==> src/rtl/button_command_scheduler.sv <==
// button_command_scheduler
// Turns the four debounced button levels into a stream of discrete game
// commands. Detects presses, generates typematic auto-repeat while a button
// is held, merges events per button, and arbitrates round-robin into a
// one-entry valid/ready output slot.
//
// Ports:
//   clk         system clock, rising edge
//   rst         synchronous active-high reset
//   btnR_D      debounced right button level (cmd 0)
//   btnL_D      debounced left button level  (cmd 1)
//   btnD_D      debounced down button level  (cmd 2)
//   btnU_D      debounced up button level    (cmd 3)
//   cmd_valid   output slot holds a command
//   cmd_ready   consumer accepts the command this cycle
//   cmd         command code
//   cmd_repeat  1 = auto-repeat, 0 = initial press
//   overrun     one-cycle pulse when an event merged into a pending one
module button_command_scheduler #(
  parameter int REPEAT_DELAY  = 25_000_000,
  parameter int REPEAT_PERIOD = 6_250_000
) (
  input  logic       clk,
  input  logic       rst,
  input  logic       btnR_D,
  input  logic       btnL_D,
  input  logic       btnD_D,
  input  logic       btnU_D,
  output logic       cmd_valid,
  input  logic       cmd_ready,
  output logic [1:0] cmd,
  output logic       cmd_repeat,
  output logic       overrun
);

  localparam int MAX_CNT  = (REPEAT_DELAY > REPEAT_PERIOD) ? REPEAT_DELAY : REPEAT_PERIOD;
  localparam int CW       = (MAX_CNT > 0) ? $clog2(MAX_CNT + 1) : 1;
  localparam int DLY_LD_I = (REPEAT_DELAY > 0) ? REPEAT_DELAY - 1 : 0;
  localparam int PER_LD_I = (REPEAT_PERIOD > 0) ? REPEAT_PERIOD - 1 : 0;
  localparam logic [CW-1:0] DLY_LD = CW'(DLY_LD_I);
  localparam logic [CW-1:0] PER_LD = CW'(PER_LD_I);
  localparam logic RPT_EN = (REPEAT_DELAY != 0);

  logic [3:0]    level;
  logic [3:0]    prev;
  logic [3:0]    armed;
  logic [3:0]    pend;
  logic [3:0]    rep;
  logic [CW-1:0] cnt [4];
  logic [1:0]    last;

  logic [3:0]    press_ev;
  logic [3:0]    rpt_ev;
  logic [3:0]    evt;
  logic          slot_free;
  logic          gnt_valid;
  logic [1:0]    gnt_idx;
  logic [3:0]    gnt_mask;
  logic [3:0]    pend_eff;
  logic [3:0]    pend_nxt;
  logic [3:0]    rep_nxt;
  logic          ovr_nxt;
  logic [CW-1:0] cnt_nxt [4];
  logic [1:0]    idx;

  assign level = {btnU_D, btnD_D, btnL_D, btnR_D};

  always_comb begin
    press_ev  = level & ~prev;
    rpt_ev    = '0;
    slot_free = ~cmd_valid | cmd_ready;
    gnt_valid = 1'b0;
    gnt_idx   = 2'd0;
    idx       = 2'd0;
    ovr_nxt   = 1'b0;

    // armed blocks repeats for a button that was already held through reset
    for (int i = 0; i < 4; i++) begin
      rpt_ev[i] = level[i] & prev[i] & armed[i] & RPT_EN & (cnt[i] == '0);
    end
    evt = press_ev | rpt_ev;

    // round-robin search starting just after the last granted button
    for (int k = 1; k <= 4; k++) begin
      idx = last + k[1:0];
      if (!gnt_valid && pend[idx]) begin
        gnt_valid = 1'b1;
        gnt_idx   = idx;
      end
    end

    gnt_mask = (slot_free && gnt_valid) ? 4'(4'b0001 << gnt_idx) : 4'b0000;

    // a new event on the button being granted re-sets pend without overrun
    pend_eff = pend & ~gnt_mask;
    pend_nxt = pend_eff;
    rep_nxt  = rep;
    for (int i = 0; i < 4; i++) begin
      if (evt[i]) begin
        if (pend_eff[i]) begin
          rep_nxt[i] = rep[i] & rpt_ev[i];
          ovr_nxt    = 1'b1;
        end else begin
          pend_nxt[i] = 1'b1;
          rep_nxt[i]  = rpt_ev[i];
        end
      end
    end

    for (int i = 0; i < 4; i++) begin
      cnt_nxt[i] = cnt[i];
      if (press_ev[i]) begin
        cnt_nxt[i] = DLY_LD;
      end else if (rpt_ev[i]) begin
        cnt_nxt[i] = PER_LD;
      end else if (level[i] && prev[i] && (cnt[i] != '0)) begin
        cnt_nxt[i] = cnt[i] - 1'b1;
      end
    end
  end

  always_ff @(posedge clk) begin
    if (rst) begin
      prev       <= level;
      armed      <= '0;
      pend       <= '0;
      rep        <= '0;
      last       <= 2'd3;
      cmd_valid  <= 1'b0;
      cmd        <= 2'd0;
      cmd_repeat <= 1'b0;
      overrun    <= 1'b0;
      for (int i = 0; i < 4; i++) begin
        cnt[i] <= '0;
      end
    end else begin
      prev    <= level;
      armed   <= armed | press_ev;
      pend    <= pend_nxt;
      rep     <= rep_nxt;
      overrun <= ovr_nxt;
      for (int i = 0; i < 4; i++) begin
        cnt[i] <= cnt_nxt[i];
      end
      if (slot_free) begin
        if (gnt_valid) begin
          cmd_valid  <= 1'b1;
          cmd        <= gnt_idx;
          cmd_repeat <= rep[gnt_idx];
          last       <= gnt_idx;
        end else begin
          cmd_valid  <= 1'b0;
        end
      end
    end
  end

endmodule
==> config.mk <==
export PLATFORM = sky130hd
export DESIGN_NAME = button_command_scheduler
export DESIGN_NICKNAME = d
export VERILOG_FILES = /design/src/rtl/button_command_scheduler.sv
export SDC_FILE = /design/constraint.sdc
export NUM_CORES = 1
export LEC_CHECK = 0
export ABC_CLOCK_PERIOD_IN_PS = 2900
export BUFFER_PORTS_ARGS = -buffer_cell sky130_fd_sc_hd__buf_2
export CAP_MARGIN = 20
export CORE_AREA = 2 2 100 102
export CTS_CLUSTER_SIZE = 30
export DETAILED_ROUTE_END_ITERATION = 6
export DIE_AREA = 0 0 102 104
export GPL_ROUTABILITY_DRIVEN = 0
export PLACE_DENSITY = 0.78
export RECOVER_POWER = 25
export SYNTH_ARGS = -nofsm -noshare
export SYNTH_HDL_FRONTEND = slang
export SYNTH_SLANG_ARGS = --single-unit
==> constraint.sdc <==
create_clock -name clk -period 2.9 [get_ports clk]
set_clock_uncertainty 0.15 [all_clocks]
set_input_delay 0.58 -clock clk [delete_from_list [all_inputs] [get_ports clk]]
set_output_delay 0.58 -clock clk [all_outputs]
set_load 0.03 [all_outputs]
==> reports/metrics.yaml, run 1 <==
status: "finished, final reports clean"
antenna_found_initial: 0
synth_async_sr_flop_share_pct: 0
power.switching_uw: 1270
synth.top_cells.by_area: "dfxtp_1, a21oi_1, xnor2_1, xor2_1, nor3_1"
antenna_cells: 0
critPathCaptureType: "register"
grt_use_met3_pct: 7.19
finalWirelength_mm: 12.7
final.period_utilization_pct: 89.5
core_um2: 9550
crit_fanout: 12
worstMarginPinSlew_ns: 1.38
swShare_pct: 27.3
synth.cell_area_um2: 5830
syn_inst: 674
fp.dieW_um: 102
synth_top_family_by_area: "simple AND/OR/NAND/NOR gates"
muxShareOfSynthArea_pct: 0.365
drt_first_iter_violations: 175
fin_crit_ns: 2.60
vias_per_cell: 5.76
grtUsageTotal_pct: 25.3
grt_pass1_vias: 4919
ctsResizeCount: 0
dp_hpwl_mm: 8.56
synth_edf_count: 0
cts_buffer_depth: 2
critPathLaunchType: "register"
critPathArrivalTime_ns: 2.88
required_ns: 3.18
hp-class: "input pin to register"
p_int_uw: 3390
tns_ns: 0
dieArea_um2: 10600
final_layout_size_suffix_gt1_share_pct: 8.56
yosysTopAreaCell: "dfxtp_1"
route.detailed.drc: 0
slew_headroom_pct: 8.27
grt_util_met1_pct: 30.7
cap_violations: 0
ys_seq_elements: 123
max_freq_mhz: 385
wire_per_inst_um: 15.0
synth_top_area_share_pct: 42.3
grt_pass1_wl_mm: 21.8
p_seq_share_pct: 41.5
ys.flop_type: "dfxtp_1"
root_buffer: "clkbuf_8"
top_usage_layer: "met2"
numPortBuffers: 11
clkTransAtPathRegs_ns: 0.06
fin_util_pct: 69.4
drv_slew: 0
dr.pass1.iters: 4
combinationalPowerShare_pct: 15.5
std_cell_rows: 36
overflow: 0
synth-compound-area-share_pct: 14.3
htree_levels: 4
synthesis.nets: 687
synthSimpleGateAreaFrac_pct: 26.9
numCtsBuffers: 17
clock_sinks: 123
synth_cell_type_count: 58
criticalPathCategory: "register to register"
clk_latency_ns: 0.52
dr_total_vias: 4877
hold_violations: 0
power.density_nw_per_um2: 703
yosysWarnings: 0
layout.nets: 714
vdd_drop_max_uv: 487
rsz0062_at_grt: "false"
leakage_uw: 0.00235
ant_nets: 0
synthAdderAreaFrac_pct: 1.29
initial_core_util_pct: 61.0
use_met2_pct: 43.0
yosys.area_share.xor_xnor_pct: 12.5
postSynthAreaPerCell_um2: 8.65
syn_to_final_growth_pct: 13.8
setup_viol: 0
cts_tree: "built"
grt_start_max_net_pins: 32
cts_setup_buffers: 0
cts-hold-fix-buffers: 0
die_h_um: 104
seq_area_frac_synth_pct: 42.3
power.share.clock_pct: 43.0
ioPinCount: 12
==> final cells by class <==
type | count | area [um^2]
multi-input cells | 515 | 3220
repair buffers | 30 | 168
clock inverters | 7 | 90.1
fillers | 783 | 2920
clock buffers | 24 | 470
inverters | 14 | 52.6
well taps | 133 | 166
flip-flops and latches | 123 | 2460
==> flip-flops by register name, summed over array words and instances, names as in the netlist <==
name        cells
cmd             2
armed           4
cnt           100
cmd_repeat      1
prev            4
cmd_valid       1
pend            4
rep             4
last            2
overrun         1
==> through the flow <==
stage | area [um^2] | hold WS, ns | power (uW) | std cells | worst slack [ns]
after floorplan | 5830 | 0.271 | 2490 | 674 | 0.529
after global placement | 6100 | 0.279 | 2650 | 815 | 0.338
after detailed placement | 6100 | 0.289 | 2680 | 815 | 0.293
after CTS | 6670 | 0.0263 | 4690 | 846 | 0.335
after global routing | 6630 | 0.0668 | 4860 | 846 | 0.134
final | 6630 | 0.0760 | 4660 | 846 | 0.303
==> cells in the mapped netlist (2+ instances only) <==
library cell  instances
inv_1                14
nand4b_1              7
nor2_1               51
nor3_1               39
xnor2_1              42
nand3b_1              8
and4b_1               2
ha_1                  6
and2_1                5
nor2b_1               3
nand4_1               9
a211oi_1              7
nand2_1              47
or2_1                 2
nand2b_1             20
and3_1                4
nor3b_1               6
dfxtp_1             123
or2_2                 5
and4_1                3
or3_1                13
clkbuf_1             21
nor3_2                2
a311oi_1              3
xor2_1               41
o211ai_1              3
nor4bb_1              2
nand3_1              10
or4_1                11
o22a_1                2
a21oi_1              99
nor4_1               22
o41ai_1               2
nor4_2                3
o21ai_0               9
a31oi_1               6
==> critical path, cell delays in order (launching register included) <==
cell and delay, ns:
dfxtp_1 0.35, or4_1 0.59, nor4_2 0.32, nand4_1 0.30, and2_1 0.41, o22a_1 0.27, a21oi_1 0.12
==> power by group through the flow <==
stage / Combinational, uW / Clock (uW) / Sequential, uW
global route: 808 / 2100 / 1950
global placement: 696 / 0 / 1960
CTS: 726 / 2030 / 1930
detailed placement: 716 / 0 / 1970
finish: 723 / 2000 / 1940
floorplan: 541 / 0 / 1950
==> metal layers <==
layer  share of wire (%)  up-vias
met5                   0        -
met4                 1.5        0
met2                  50       97
met3                 4.0       16
met1                  45     2289
li1                    -     2475
==> cell usage in the layout (no fill, tap or decap), types with 10 or more instances in the layout <==
| cell | n |
|---|---|
| dfxtp_1 | 123 |
| a21oi_1 | 99 |
| nor2_1 | 51 |
| nand2_1 | 47 |
| xnor2_1 | 42 |
| xor2_1 | 41 |
| nor3_1 | 39 |
| nor4_1 | 22 |
| nand2b_1 | 20 |
| clkbuf_1 | 18 |
| clkbuf_16 | 16 |
| inv_1 | 14 |
| buf_4 | 14 |
| or3_1 | 13 |
| or4_1 | 11 |
| nand3_1 | 10 |
==> path summary, 6_finish.rpt <==
path | startpoint | endpoint | slack (ns) | cells after the start
min | btnU_D | prev[3] | 0.08 | 1
min reg2reg | armed[3] | armed[3] | 0.30 | 2
max reg2reg | cnt[3][20] | overrun | 0.30 | 6
max | cnt[3][20] | overrun | 0.30 | 6
==> cell families (layout without fill, tap and decap cells) <==
| group | count (synthesis) | count (layout) |
|---|---|---|
| flip-flops | 123 | 123 |
| adder cells (fa/ha/maj) | 6 | 6 |
| multiplexers | 2 | 2 |
| buffers and inverters | 36 | 75 |
| AO/OA/AOI/OAI | 143 | 143 |
| AND/OR/NAND/NOR | 281 | 281 |
| XOR/XNOR | 83 | 83 |
No activity file was read; power rests on OpenSTA's default activity.
==> inputs of run 2 (changes only) <==
MAX_ROUTING_LAYER = met4   (was unset)
==> reports/metrics.yaml, run 2 (same netlist as run 1, synthesis figures left out) <==
grtUsageTotal_pct: 26.0
ctsResizeCount: 0
max_freq_mhz: 384
grt_start_max_net_pins: 32
cp_num_buf_inv: 0
final_layout_size_suffix_gt1_share_pct: 8.56
htree_levels: 4
clock_sinks: 123
hold-path-cell-count: 1
layout_common_cells: "dfxtp_1, a21oi_1, nor2_1"
root_buffer: "clkbuf_8"
std_cell_rows: 36
numPortBuffers: 11
final.period_utilization_pct: 89.8
die_h_um: 104
core_um2: 9550
clkTransAtPathRegs_ns: 0.06
grt_pass1_wl_mm: 21.8
vias_per_cell: 5.78
rsz0062_at_grt: "false"
fp.dieW_um: 102
crit_path_cell_trace: "or4_1, nor4_2, nand4_1, and2_1, o22a_1, a21oi_1"
numCtsBuffers: 17
fin_util_pct: 69.4
timing.rr.end: "overrun"
antenna_cells: 0
min_to: "prev[3]"
cap_violations: 0
largest_reg_flops: 100
fillers: 783
dieArea_um2: 10600
critPathArrivalTime_ns: 2.89
hp-class: "input pin to register"
setup_viol: 0
tns_ns: 0
fin_crit_ns: 2.60
r2r_slack_ns: 0.30
layout_commonest_cell: "dfxtp_1"
criticalPathCategory: "register to register"
ant_nets: 0
leakage_uw: 0.00235
worstMarginPinSlew_ns: 1.38
drv_slew: 0
crit_family: "simple AND/OR/NAND/NOR gates"
drt_first_iter_violations: 174
required_ns: 3.18
cts_tree: "built"
top_register: "cnt"
power.density_nw_per_um2: 703
wire_per_inst_um: 15.0
finalPower_uw: 4660
status: "finished, final reports clean"
crit_fanout: 12
antenna_found_initial: 0
cts_buffer_depth: 2
stdcell_count: 846
ioPinCount: 12
cts_setup_buffers: 0
slew_headroom_pct: 8.31
clk_latency_ns: 0.52
slowest_stage: "or4_1"
vdd_drop_max_uv: 487
r2r-start: "cnt[3][20]"
grt_pass1_vias: 4919
overflow: 0
critPathCaptureType: "register"
dp_cells: 815
layout.nets: 714
hp-start: "btnU_D"
hold_violations: 0
fin_hold_ws_ns: 0.0774
critical_path.startpoint: "cnt[3][20]"
dr.pass1.iters: 4
syn_to_final_growth_pct: 13.8
initial_core_util_pct: 61.0
cts-hold-fix-buffers: 0
critPathLaunchType: "register"
slowest_delay_ns: 0.59
finalWirelength_mm: 12.7
reg2regPathDepth: 6
route.detailed.drc: 0
dp_hpwl_mm: 8.56
dr_total_vias: 4887
-- run 2: cell counts in the layout (fill, tap and decap cells not counted) --
No cell type changed its count.
-- run 2: cell type report --
type | count | area [um^2] | share of cell area [%]
inverter | 14 | 52.6 | 0.793
timing repair buffer | 30 | 168 | 2.53
clock inverter | 7 | 90.1 | 1.36
clock buffer | 24 | 470 | 7.10
tap | 133 | 166 | 2.51
sequential | 123 | 2460 | 37.1
multi-input combinational | 515 | 3220 | 48.6
-- run 2: report_power, final --
group          switching, uW  total (uW)  internal [uW]  leakage [uW]
Clock                    721        2000           1280      0.000271
Combinational            429         723            294       0.00107
Sequential               120        1940           1820       0.00101
Total                   1270        4660           3390       0.00235
-- run 2: worst max-delay path by stage --
stage,endpoint,cells after the start
after floorplan,cnt[3][22],6
after global placement,cnt[2][21],7
after detailed placement,cnt[2][21],7
after CTS,overrun,6
after global routing,overrun,6
final,overrun,6
-- run 2: through the flow --
stage	setup WS, ns	instance area [um^2]
after floorplan	0.529	5830
after global placement	0.338	6100
after detailed placement	0.293	6100
after CTS	0.335	6670
after global routing	0.134	6630
final	0.295	6630
-- run 2: metal layers --
metal	vias up	GRT usage, %	wire length (um)
li1	2477	-	-
met1	2297	30.8	5680
met2	96	42.9	6300
met3	17	7.19	514
met4	0	7.90	193
met5	-	-	0
